File: config.mk
export PLATFORM = sky130hd
export DESIGN_NAME = alu_seq
export DESIGN_NICKNAME = d
export VERILOG_FILES = /design/src/rtl/alu_seq.sv
export SDC_FILE = /design/constraint.sdc
export NUM_CORES = 1
export LEC_CHECK = 0
export ABC_AREA = 1
export ABC_CLOCK_PERIOD_IN_PS = 3090
export CAP_MARGIN = 25
export CELL_PAD_IN_SITES_DETAIL_PLACEMENT = 1
export CELL_PAD_IN_SITES_GLOBAL_PLACEMENT = 1
export CORE_ASPECT_RATIO = 1.2
export CORE_MARGIN = 10
export CORE_UTILIZATION = 38
export CTS_CLUSTER_SIZE = 12
export DETAILED_ROUTE_END_ITERATION = 8
export GPL_TIMING_DRIVEN = 1
export HOLD_SLACK_MARGIN = 0.06
export PLACE_DENSITY = 0.91
export SYNTH_ARGS = -nofsm -noshare
export SYNTH_HDL_FRONTEND = slang
export SYNTH_SLANG_ARGS = --single-unit
File: constraint.sdc
create_clock -name clk -period 3.09 [get_ports clk]
set_input_delay 0.618 -clock clk [delete_from_list [all_inputs] [get_ports clk]]
set_output_delay 0.618 -clock clk [all_outputs]
set_load 0.02 [all_outputs]
File: src/rtl/alu_seq.sv
// Handshaked sequential ALU: single-cycle arithmetic/logic ops, multi-cycle
// shifts (one bit per cycle) and a shift-add unsigned multiply (low half).
module alu_seq #(
  parameter int DSIZE  = 16,
  parameter int OPSIZE = 4,
  parameter int SSIZE  = $clog2(DSIZE)
) (
  input  logic              clk,
  input  logic              rst,
  input  logic              in_valid,
  output logic              in_ready,
  input  logic [OPSIZE-1:0] op,
  input  logic [DSIZE-1:0]  data_a,
  input  logic [DSIZE-1:0]  data_b,
  output logic              out_valid,
  input  logic              out_ready,
  output logic [DSIZE-1:0]  f,
  output logic              n,
  output logic              z,
  output logic              c,
  output logic              v
);

  localparam int CW  = SSIZE + 1;
  localparam int MSB = DSIZE - 1;

  typedef enum logic [1:0] {IDLE, EXEC, DONE} state_t;

  state_t             state_q, state_d;
  logic [1:0]         sop_q;
  logic [DSIZE-1:0]   a_q;
  logic [2*DSIZE-1:0] prod_q;
  logic [CW-1:0]      cnt_q;
  logic [DSIZE-1:0]   f_q;
  logic               n_q, z_q, c_q, v_q;

  logic accept, start_exec;

  assign accept     = in_valid & in_ready;
  assign start_exec = (op[3:2] == 2'b11) &&
                      ((op[1:0] == 2'b11) || (data_b[SSIZE-1:0] != '0));

  // Single-cycle result, evaluated on the operands being accepted.
  logic [DSIZE-1:0] opnd2, res_f;
  logic             cin, res_c, res_v;
  logic [DSIZE:0]   sum;

  always_comb begin
    // NOTE: every signal gets a default before the case so no latch is inferred.
    opnd2 = '0;
    cin   = 1'b0;
    res_f = data_a;
    res_c = 1'b0;
    res_v = 1'b0;
    case (op[2:0])
      3'b001:  cin = 1'b1;
      3'b010:  opnd2 = ~data_b;
      3'b011:  begin opnd2 = ~data_b; cin = 1'b1; end
      3'b100:  opnd2 = data_b;
      3'b101:  begin opnd2 = data_b; cin = 1'b1; end
      3'b111:  opnd2 = '1;
      default: ;
    endcase
    sum = {1'b0, data_a} + {1'b0, opnd2} + {{DSIZE{1'b0}}, cin};
    if (!op[3]) begin
      if (op[2:0] == 3'b000 || op[2:0] == 3'b110) begin
        res_f = op[1] ? data_b : data_a;
      end else begin
        res_f = sum[MSB:0];
        res_c = sum[DSIZE];
        res_v = (data_a[MSB] == opnd2[MSB]) && (sum[MSB] != data_a[MSB]);
      end
    end else if (!op[2]) begin
      case (op[1:0])
        2'b00:   res_f = data_a & data_b;
        2'b01:   res_f = data_a | data_b;
        2'b10:   res_f = data_a ^ data_b;
        default: res_f = ~data_a;
      endcase
    end
  end

  // One iteration of the running shift or shift-add multiply.
  logic [2*DSIZE-1:0] step_prod;
  logic [DSIZE:0]     mul_sum;
  logic               step_c;

  always_comb begin
    mul_sum = {1'b0, prod_q[2*DSIZE-1:DSIZE]} +
              {1'b0, (prod_q[0] ? a_q : {DSIZE{1'b0}})};
    case (sop_q)
      2'b00: begin
        step_prod = {prod_q[2*DSIZE-1:DSIZE], prod_q[DSIZE-2:0], 1'b0};
        step_c    = prod_q[MSB];
      end
      2'b01: begin
        step_prod = {prod_q[2*DSIZE-1:DSIZE], 1'b0, prod_q[MSB:1]};
        step_c    = prod_q[0];
      end
      2'b10: begin
        step_prod = {prod_q[2*DSIZE-1:DSIZE], prod_q[MSB], prod_q[MSB:1]};
        step_c    = prod_q[0];
      end
      default: begin
        step_prod = {mul_sum, prod_q[MSB:1]};
        step_c    = |mul_sum;
      end
    endcase
  end

  always_ff @(posedge clk) begin
    if (rst) state_q <= IDLE;
    else     state_q <= state_d;
  end

  always_comb begin
    state_d = state_q;
    if (accept)                                 state_d = start_exec ? EXEC : DONE;
    else if (state_q == EXEC && cnt_q == CW'(1)) state_d = DONE;
    else if (state_q == DONE && out_ready)       state_d = IDLE;
  end

  always_comb begin
    out_valid = (state_q == DONE);
    in_ready  = !rst && ((state_q == IDLE) || (state_q == DONE && out_ready));
  end

  always_ff @(posedge clk) begin
    // NOTE: sequential state uses non-blocking assignments only, so every
    // register here sees the pre-edge value of every other one.
    if (rst) begin
      sop_q  <= '0;
      a_q    <= '0;
      prod_q <= '0;
      cnt_q  <= '0;
      f_q    <= '0;
      n_q    <= 1'b0;
      z_q    <= 1'b0;
      c_q    <= 1'b0;
      v_q    <= 1'b0;
    end else if (accept) begin
      sop_q <= op[1:0];
      a_q   <= data_a;
      if (start_exec) begin
        prod_q <= {{DSIZE{1'b0}}, (op[1:0] == 2'b11) ? data_b : data_a};
        cnt_q  <= (op[1:0] == 2'b11) ? CW'(DSIZE) : {1'b0, data_b[SSIZE-1:0]};
      end else begin
        f_q <= res_f;
        n_q <= res_f[MSB];
        z_q <= (res_f == '0);
        c_q <= res_c;
        v_q <= res_v;
      end
    end else if (state_q == EXEC) begin
      prod_q <= step_prod;
      cnt_q  <= cnt_q - CW'(1);
      if (cnt_q == CW'(1)) begin
        f_q <= step_prod[MSB:0];
        n_q <= step_prod[MSB];
        z_q <= (step_prod[MSB:0] == '0);
        c_q <= (sop_q == 2'b11) ? (|step_prod[2*DSIZE-1:DSIZE]) : step_c;
        v_q <= 1'b0;
      end
    end
  end

  assign f = f_q;
  assign n = n_q;
  assign z = z_q;
  assign c = c_q;
  assign v = v_q;

endmodule

## Yosys cells after proc, flatten, opt, wreduce, memory -nomap -nowiden

Index checks and enable logic that the tools add are counted.

| word-level totals | value |
|---|---|
| flip-flop bits (word level) | 77 |
| input bits | 40 |
| output and inout port bits | 22 |

| cells by class | value |
|---|---|
| add/subtract/negate cells | 4 |
| equality and inequality tests | 21 |
| mux-type cells | 47 |
| bitwise operators | 6 |
| reductions and logical operators | 27 |

Operators by type and width:

| cell | number |
|---|---|
| two-way mux 16 bit | 10 |
| two-way mux 32 bit | 3 |
| one-hot mux 16 bit (3 select lines) | 2 |
| one-hot mux 32 bit (3 select lines) | 1 |
| adder 16 x 16 -> 17 bit | 2 |
| zero test 16 bit | 2 |
| inverter 16 bit | 2 |
| two-way mux 1 bit | 22 |
| two-way mux 5 bit | 4 |
| adder 17 x 1 -> 17 bit | 1 |
| OR reduction 17 bit | 1 |
| AND 16 bit | 1 |
| bitwise OR 16 bit | 1 |
| OR reduction 16 bit | 1 |
| XOR 16 bit | 1 |
| equality test 2 bit, second input constant | 6 |
| equality test 3 bit, second input constant | 4 |
| two-way mux 2 bit | 4 |
| equality test 2 x 1 -> 1 bit, second input constant | 3 |
| equality test 3 x 2 -> 1 bit, second input constant | 2 |
| zero test 2 bit | 3 |
| OR reduction 2 bit | 3 |
| equality test 5 x 1 -> 1 bit, second input constant | 1 |
| logical AND 1 bit | 5 |
| 17 further kinds | 20 |

## Longest topological paths before layout

| depth | value |
|---|---|
| word-level depth | 11 |
| gate-level depth with buffers | 24 |

## Worst setup path after synthesis

OpenSTA, ideal clock, no wires.

| path | value |
|---|---|
| path type | input to register |
| start point | input port op[2] |
| end point | register z_q (netlist: z) |
| arrival time | 3.184 ns |
| data required time | 3.020 ns |
| setup slack | -0.164 ns |
| stages | 20 |
| buffers on the path | 2 |
| cell sequence | clkbuf_1 -> buf_1 -> nand2_1 -> o211ai_1 -> fa_1 -> inv_1 -> fa_1 -> inv_1 -> nand3_1 -> nand2_1 -> nand2_1 -> nand2_1 -> nand2_1 -> nand3_1 -> nand3_1 -> a21oi_1 -> nand2_1 -> nor2_1 -> nand3_1 -> a21oi_1 |

| on the way | value |
|---|---|
| word-level cells in the longest chain between the ends | 10 |
| elaborated cells on any way between the ends | 26 |
| classes of those cells | add/sub: 2; eq/ne: 9; mux: 7; reduce/logical: 8 |

Ends and longest elaborated chain:

| element | line | RTL |
|---|---|---|
| start: declaration | 12 | `input logic [OPSIZE-1:0] op,` |
| equality test 3 bit / equality test 3 x 2 -> 1 bit (equally long branches) | 55 | `case (op[2:0])` |
| OR reduction 2 bit (no line) | n/a |  |
| one-hot mux 16 bit (3 select lines) | 55 |  |
| adder 16 x 16 -> 17 bit | 64 | `sum = {1'b0, data_a} + {1'b0, opnd2} + {{DSIZE{1'b0}}, cin};` |
| adder 17 x 1 -> 17 bit | 64 |  |
| two-way mux 16 bit | 66 | `if (op[2:0] == 3'b000 \|\| op[2:0] == 3'b110) begin` |
| two-way mux 16 bit | 65 | `if (!op[3]) begin` |
| zero test 16 bit | 150 | `z_q <= (res_f == '0);` |
| two-way mux 1 bit | 144 | `if (start_exec) begin` |
| two-way mux 1 bit | 141 | `end else if (accept) begin` |
| end signal: assignment | 150 |  |
| end signal: assignment | 160 | `z_q <= (step_prod[MSB:0] == '0);` |
| end: declaration | 35 | `logic n_q, z_q, c_q, v_q;` |

Several ways; a longest one is shown, not always the timed one. The select of a mux whose other input is x is not followed.
A chain may end at the register's enable or synchronous reset.

## Final worst setup path

| path | value |
|---|---|
| start point | input port data_b[1] |
| end point | register z_q (netlist: z) |

| on the way | value |
|---|---|
| word-level cells in the longest chain between the ends | 9 |
| elaborated cells on any way between the ends | 20 |
| classes of those cells | add/sub: 2; eq/ne: 1; mux: 8; bitwise: 4; reduce/logical: 5 |

Ends and longest elaborated chain:

| element | line | RTL |
|---|---|---|
| start: declaration | 14 | `input logic [DSIZE-1:0] data_b,` |
| inverter 16 bit | 57, 58 |  |
| one-hot mux 16 bit (3 select lines) | 55 |  |
| adder 16 x 16 -> 17 bit | 64 |  |
| adder 17 x 1 -> 17 bit | 64 |  |
| two-way mux 16 bit | 66 |  |
| two-way mux 16 bit | 65 |  |
| zero test 16 bit | 150 |  |
| two-way mux 1 bit | 144 |  |
| two-way mux 1 bit | 141 |  |

Several ways; a longest one is shown, not always the timed one. The select of a mux whose other input is x is not followed.

==> reports/results.tsv <==
stage	metric	value	unit
place	dp_hpwl	24510	um
finish	drive_gt1_frac	0.1591	
detailed_routing	drt_drc_violations_left	0	
synth	synthArstFlopShare	0	
cts	clk_latency	0.35	ns
power_and_ir_drop	power_density	381.0	mW/mm^2
timing	setup_ws	-0.03160	ns
floorplan	ioPinCount	62	
grt	grt_pass1_wl	57460	um
floorplan	rows	55	
timing	min_period	3.122	ns
cts	cts_root_buf	clkbuf_16	
cts	path_clk_slew	0.06	ns
timing	fin_crit_sh	1.010	
detailed_routing	vias	9999	
finish	final_util	0.5017	
synth	synth_nets	1337	
detailed_routing	routed_wl	38040	um
synth	avgSynthCellArea	6.059	um^2
timing	rsz0062_at_grt	true	
place	place_congestion	0.9516	
grt	grt_start_max_net_pins	51	
floorplan	fp.coreArea	0.01906	mm^2
timing	fmax	320.3	MHz
grt	grt_pass1_vias	10820	
finish	fillers	2539	
floorplan	initial_utilization	0.3894	
synth	yosys_warnings	0	
synth	synth_enable_flop_cells	0	
run	drv_cap	0	
synth	synth_top_area_cell	dfxtp_1	
place	io_buffers	61	
synth	yosys-top-cells-area	dfxtp_1 20%, nand2_1 17%, ha_1 12%	
floorplan	die_x	147.6	um
timing	final_max_slew_viol_count	0	
detailed_routing	drt.antenna.violating_nets	0	
timing	setup_viol	1	
synth	synth_area	0.007422	mm^2
status	status	finished with violations	
synth	synth_top_cell_area_share	0.2050	
cts	clkSinkCount	76	
detailed_routing	via_per_inst	6.172	
status	failed_checks	setup timing	
finish	antenna_cells	0	
timing	final-hold-violation-count	0	
setup_path	crit_path_end_kind	flop	
timing	finalSetupTns	-0.03160	ns
grt	grt_remaining_overflow	0	
detailed_routing	firstDrtPassIters	5	
cts	cts_buffers	9	
timing	relSlewSlack	0.5615	
setup_path	crit_fanout	3	
floorplan	die_y	173.1	um
detailed_routing	drt_iter0_drc	839	
synth	synth_top_cells_by_count	328 x nand2_1, 141 x inv_1, 129 x o21ai_0	
power_and_ir_drop	p_leak	4.555	nW
synth	yosysSeqAreaShare	0.2050	
min_path	hold_class	flop to flop	
timing	whs	0.4888	ns
setup_path	critPathKind	primary input to flop	
place	placed_area	0.008941	mm^2
synth	synthDistinctLibCells	56	
timing	clock_skew	0.005592	ns
setup_path	arrival	3.40	ns
synth	synth_cells	1225	
synth	synthFlopType	dfxtp_1	
synth	synth_most_common_cell	nand2_1	
place	pre_cts_ws	-0.7480	ns
setup_path	worst_setup_path_start_kind	primary input	
finish	area_delta_synth_final	28.84	%
cts	cts_tree	done	
grt	antenna_found_initial	0	
power_and_ir_drop	ir_drop	274.3	uV
grt	track_usage	0.2757	
finish	nNetsFinal	1471	
setup_path	worstPathRequired	3.37	ns
timing	worst-slew-pin-transition	0.6553	ns
finish	final_area	0.009563	mm^2
finish	fin_cells	1620	
cts	htreeDepth	3	
power_and_ir_drop	p_total	3.644	mW
synth	synth_seq_cells	76	
detailed_routing	wl_per_cell	23.48	um
floorplan	dieArea	0.02555	mm^2
cts	cts.path.max_buffers	2	
place	dp.cells	1598	
[cells in the final DEF (no fill, tap or decap), drive strengths merged, types with 8 or more instances in the layout]
| master | n |
|---|---|
| nor3 | 9 |
| o22ai | 8 |
| o211ai | 14 |
| nor2 | 87 |
| nand2 | 333 |
| nand3 | 105 |
| a21oi | 101 |
| or2 | 11 |
| ha | 69 |
| clkdlybuf4s50 | 56 |
| a21boi | 8 |
| dfxtp | 76 |
| clkbuf | 16 |
| buf | 115 |
| a31oi | 19 |
| inv | 146 |
| o21ai | 137 |
[final timing paths]
kind | from | end | slack [ns] | depth (start not counted)
setup / recovery | data_b[1] | z | -0.03 | 20
hold / removal | a_q[8] | a_q[8] | 0.49 | 2
setup reg to reg | prod_q[0] | c | 0.28 | 17
hold reg to reg | a_q[8] | a_q[8] | 0.49 | 2
[worst max-delay path, stage by stage]
cell and delay [ns]:
clkdlybuf4s50_1 0.50, inv_2 0.07, nand2_1 0.12, o21ai_2 0.09, nand2_1 0.12, inv_1 0.06
ha_1 0.27, nand3_1 0.12, nand2_2 0.11, nand2_2 0.09, nand2_2 0.10, nand2_1 0.10
nand3_1 0.15, nand2_1 0.15, nand2_1 0.11, nor2_1 0.15, nand3_2 0.10, nor2_1 0.13
nand3_1 0.10, a21oi_2 0.13
[cell type report]
cell class	instances	area, um^2	area share
tap	256	320.3	0.03349
sequential	76	1523	0.1592
clock buffer	13	270.3	0.02826
inverter	147	560.5	0.05862
multi-input combinational	949	5299	0.5541
clock inverter	3	67.56	0.007065
timing repair buffer	176	1523	0.1592
[registers in the layout, indices dropped and copies added (netlist names)]
name / flops
state_q: 2
cnt_q: 5
sop_q: 2
prod_q: 32
v: 1
z: 1
f: 16
c: 1
a_q: 16
[power breakdown]
part	leakage, nW	switching (mW)	internal [mW]
combinational	3.77	0.847	0.501
sequential	0.621	0.0497	1.03
clock	0.162	0.437	0.774
total	4.56	1.33	2.31
[layer usage]
metal / GRT usage / vias up / part of all wire
met2: 0.4891 / 614 / 0.49
met1: 0.2740 / 4754 / 0.35
met3: 0.04675 / 295 / 0.066
met4: 0.2291 / 0 / 0.093
li1: - / 4336 / -
met5: 0 / - / 0
[cells by family (layout without fill, tap and decap cells)]
family | after synthesis | count (layout) | synth area share
AOI/OAI and AO/OA | 312 | 312 | 0.2342
xor gates and xnor gates | 5 | 5 | 0.005900
adders and majority gates | 72 | 72 | 0.1244
buffers and inverters | 200 | 339 | 0.1102
DFF | 76 | 76 | 0.2050
and+or+nand+nor | 560 | 560 | 0.3203
[repair_timing]
action                     in CTS  in global routing
cloned                          1                  0
hold buffers                    0                  0
gates resized for setup        41                 49
pin swaps                      19                 27
setup endpoints to repair      14                 10
setup buffers                   6                  0
No activity file was read; power rests on OpenSTA's default activity.
==> variant, RTL diff (same settings) <==
`DSIZE`: 16 -> 32.
--- a/src/rtl/alu_seq.sv
+++ b/src/rtl/alu_seq.sv
@@ -1,7 +1,7 @@
 // Handshaked sequential ALU: single-cycle arithmetic/logic ops, multi-cycle
 // shifts (one bit per cycle) and a shift-add unsigned multiply (low half).
 module alu_seq #(
-  parameter int DSIZE  = 16,
+  parameter int DSIZE  = 32,
   parameter int OPSIZE = 4,
   parameter int SSIZE  = $clog2(DSIZE)
 ) (
Ports: changed (resized data_a, data_b and f); port bits go from 62 to 110. No check against the original RTL was run, so the function may have changed too.
==> variant against the original RTL <==
The run now fails in global routing. Synthesized area is 100% higher. Synthesized cell count is 110% higher.
==> variant: results <==
[grt]
grt_overflow = 123
grtUsageTotal_pct = 72.2
grt_max_degree = 101
grt_antenna_before_repair = 36

[placement]
detailed_place_hpwl_um = 61800
dp_slack_ps = -1190
dp.cells = 3428
numPortBuffers = 109
place_congestion = 1.05

[yosys]
synth_top_cell_area_share_pct = 20.0
synth-edff-count = 0
synth.top_cells.by_count = nand2_1, inv_1, nand3_1
synthArstFlopShare_pct = 0
synth_ff_type = dfxtp_1
yosysSeqAreaShare_pct = 18.6
ys_types = 51
synth_area_leaders = nand2_1, dfxtp_1, ha_1
synth_area_per_cell_um2 = 5.79
synth_warnings = 0
synth_fp_nets = 2833

[run_status]
stop_stage = global routing
tool.error = [ERROR GRT-0232] Routing congestion too high. Check the congestion heatmap in the GUI.
status = aborted with a tool error

[clock_tree]
clockRootBuffer = clkbuf_16
clk_path_buf_depth = 2
numCtsBuffers = 17
h-tree-depth = 4
clock_sinks = 141

[sta]
grt_worst_setup_endpoint = z$_SDFFE_PP0P_/D
worstEpCategory = sequential cell input
==> variant: cell types whose count changed after synthesis, moves of 17 or more <==
cell | before | now
a22oi_1 | 5 | 27
buf_2 | 15 | 32
nand3_1 | 104 | 212
o22ai_1 | 8 | 26
dfxtp_1 | 76 | 141
nor2_1 | 83 | 168
clkbuf_1 | 26 | 71
nand2_1 | 328 | 811
o211ai_1 | 14 | 32
inv_1 | 141 | 354
o21ai_0 | 129 | 162
a21oi_1 | 99 | 201
ha_1 | 69 | 133
==> variant: kinds of logic after synthesis <==
family                     Yosys count  share of synthesized area, %
AOI/OAI and AO/OA                  566                          21.7
xor gates and xnor gates             6                         0.346
adders and majority gates          136                          11.3
buffers and inverters              496                          13.0
DFF                                141                          18.6
and+or+nand+nor                   1280                          35.1
==> variant: routing by layer <==
metal | track usage [%] | overflow
met3 | 62.7 | 3
met2 | 86.3 | 63
met5 | 40.3 | 0
met1 | 69.1 | 5
met4 | 71.7 | 52
==> variant: stage by stage <==
step	TNS (ps)	hold slack, ps	instance area (um^2)
2_1_floorplan	-703	445	15300
3_3_place_gp	-15510	458	18700
3_5_place_dp	-24300	473	18700
4_1_cts	-141	496	20000
==> variant: repair_timing <==
| action | in CTS |
|---|---|
| setup endpoints to repair | 30 |
| setup buffers | 11 |
| gates resized for setup | 163 |
| cloned | 3 |
| pin swaps | 32 |
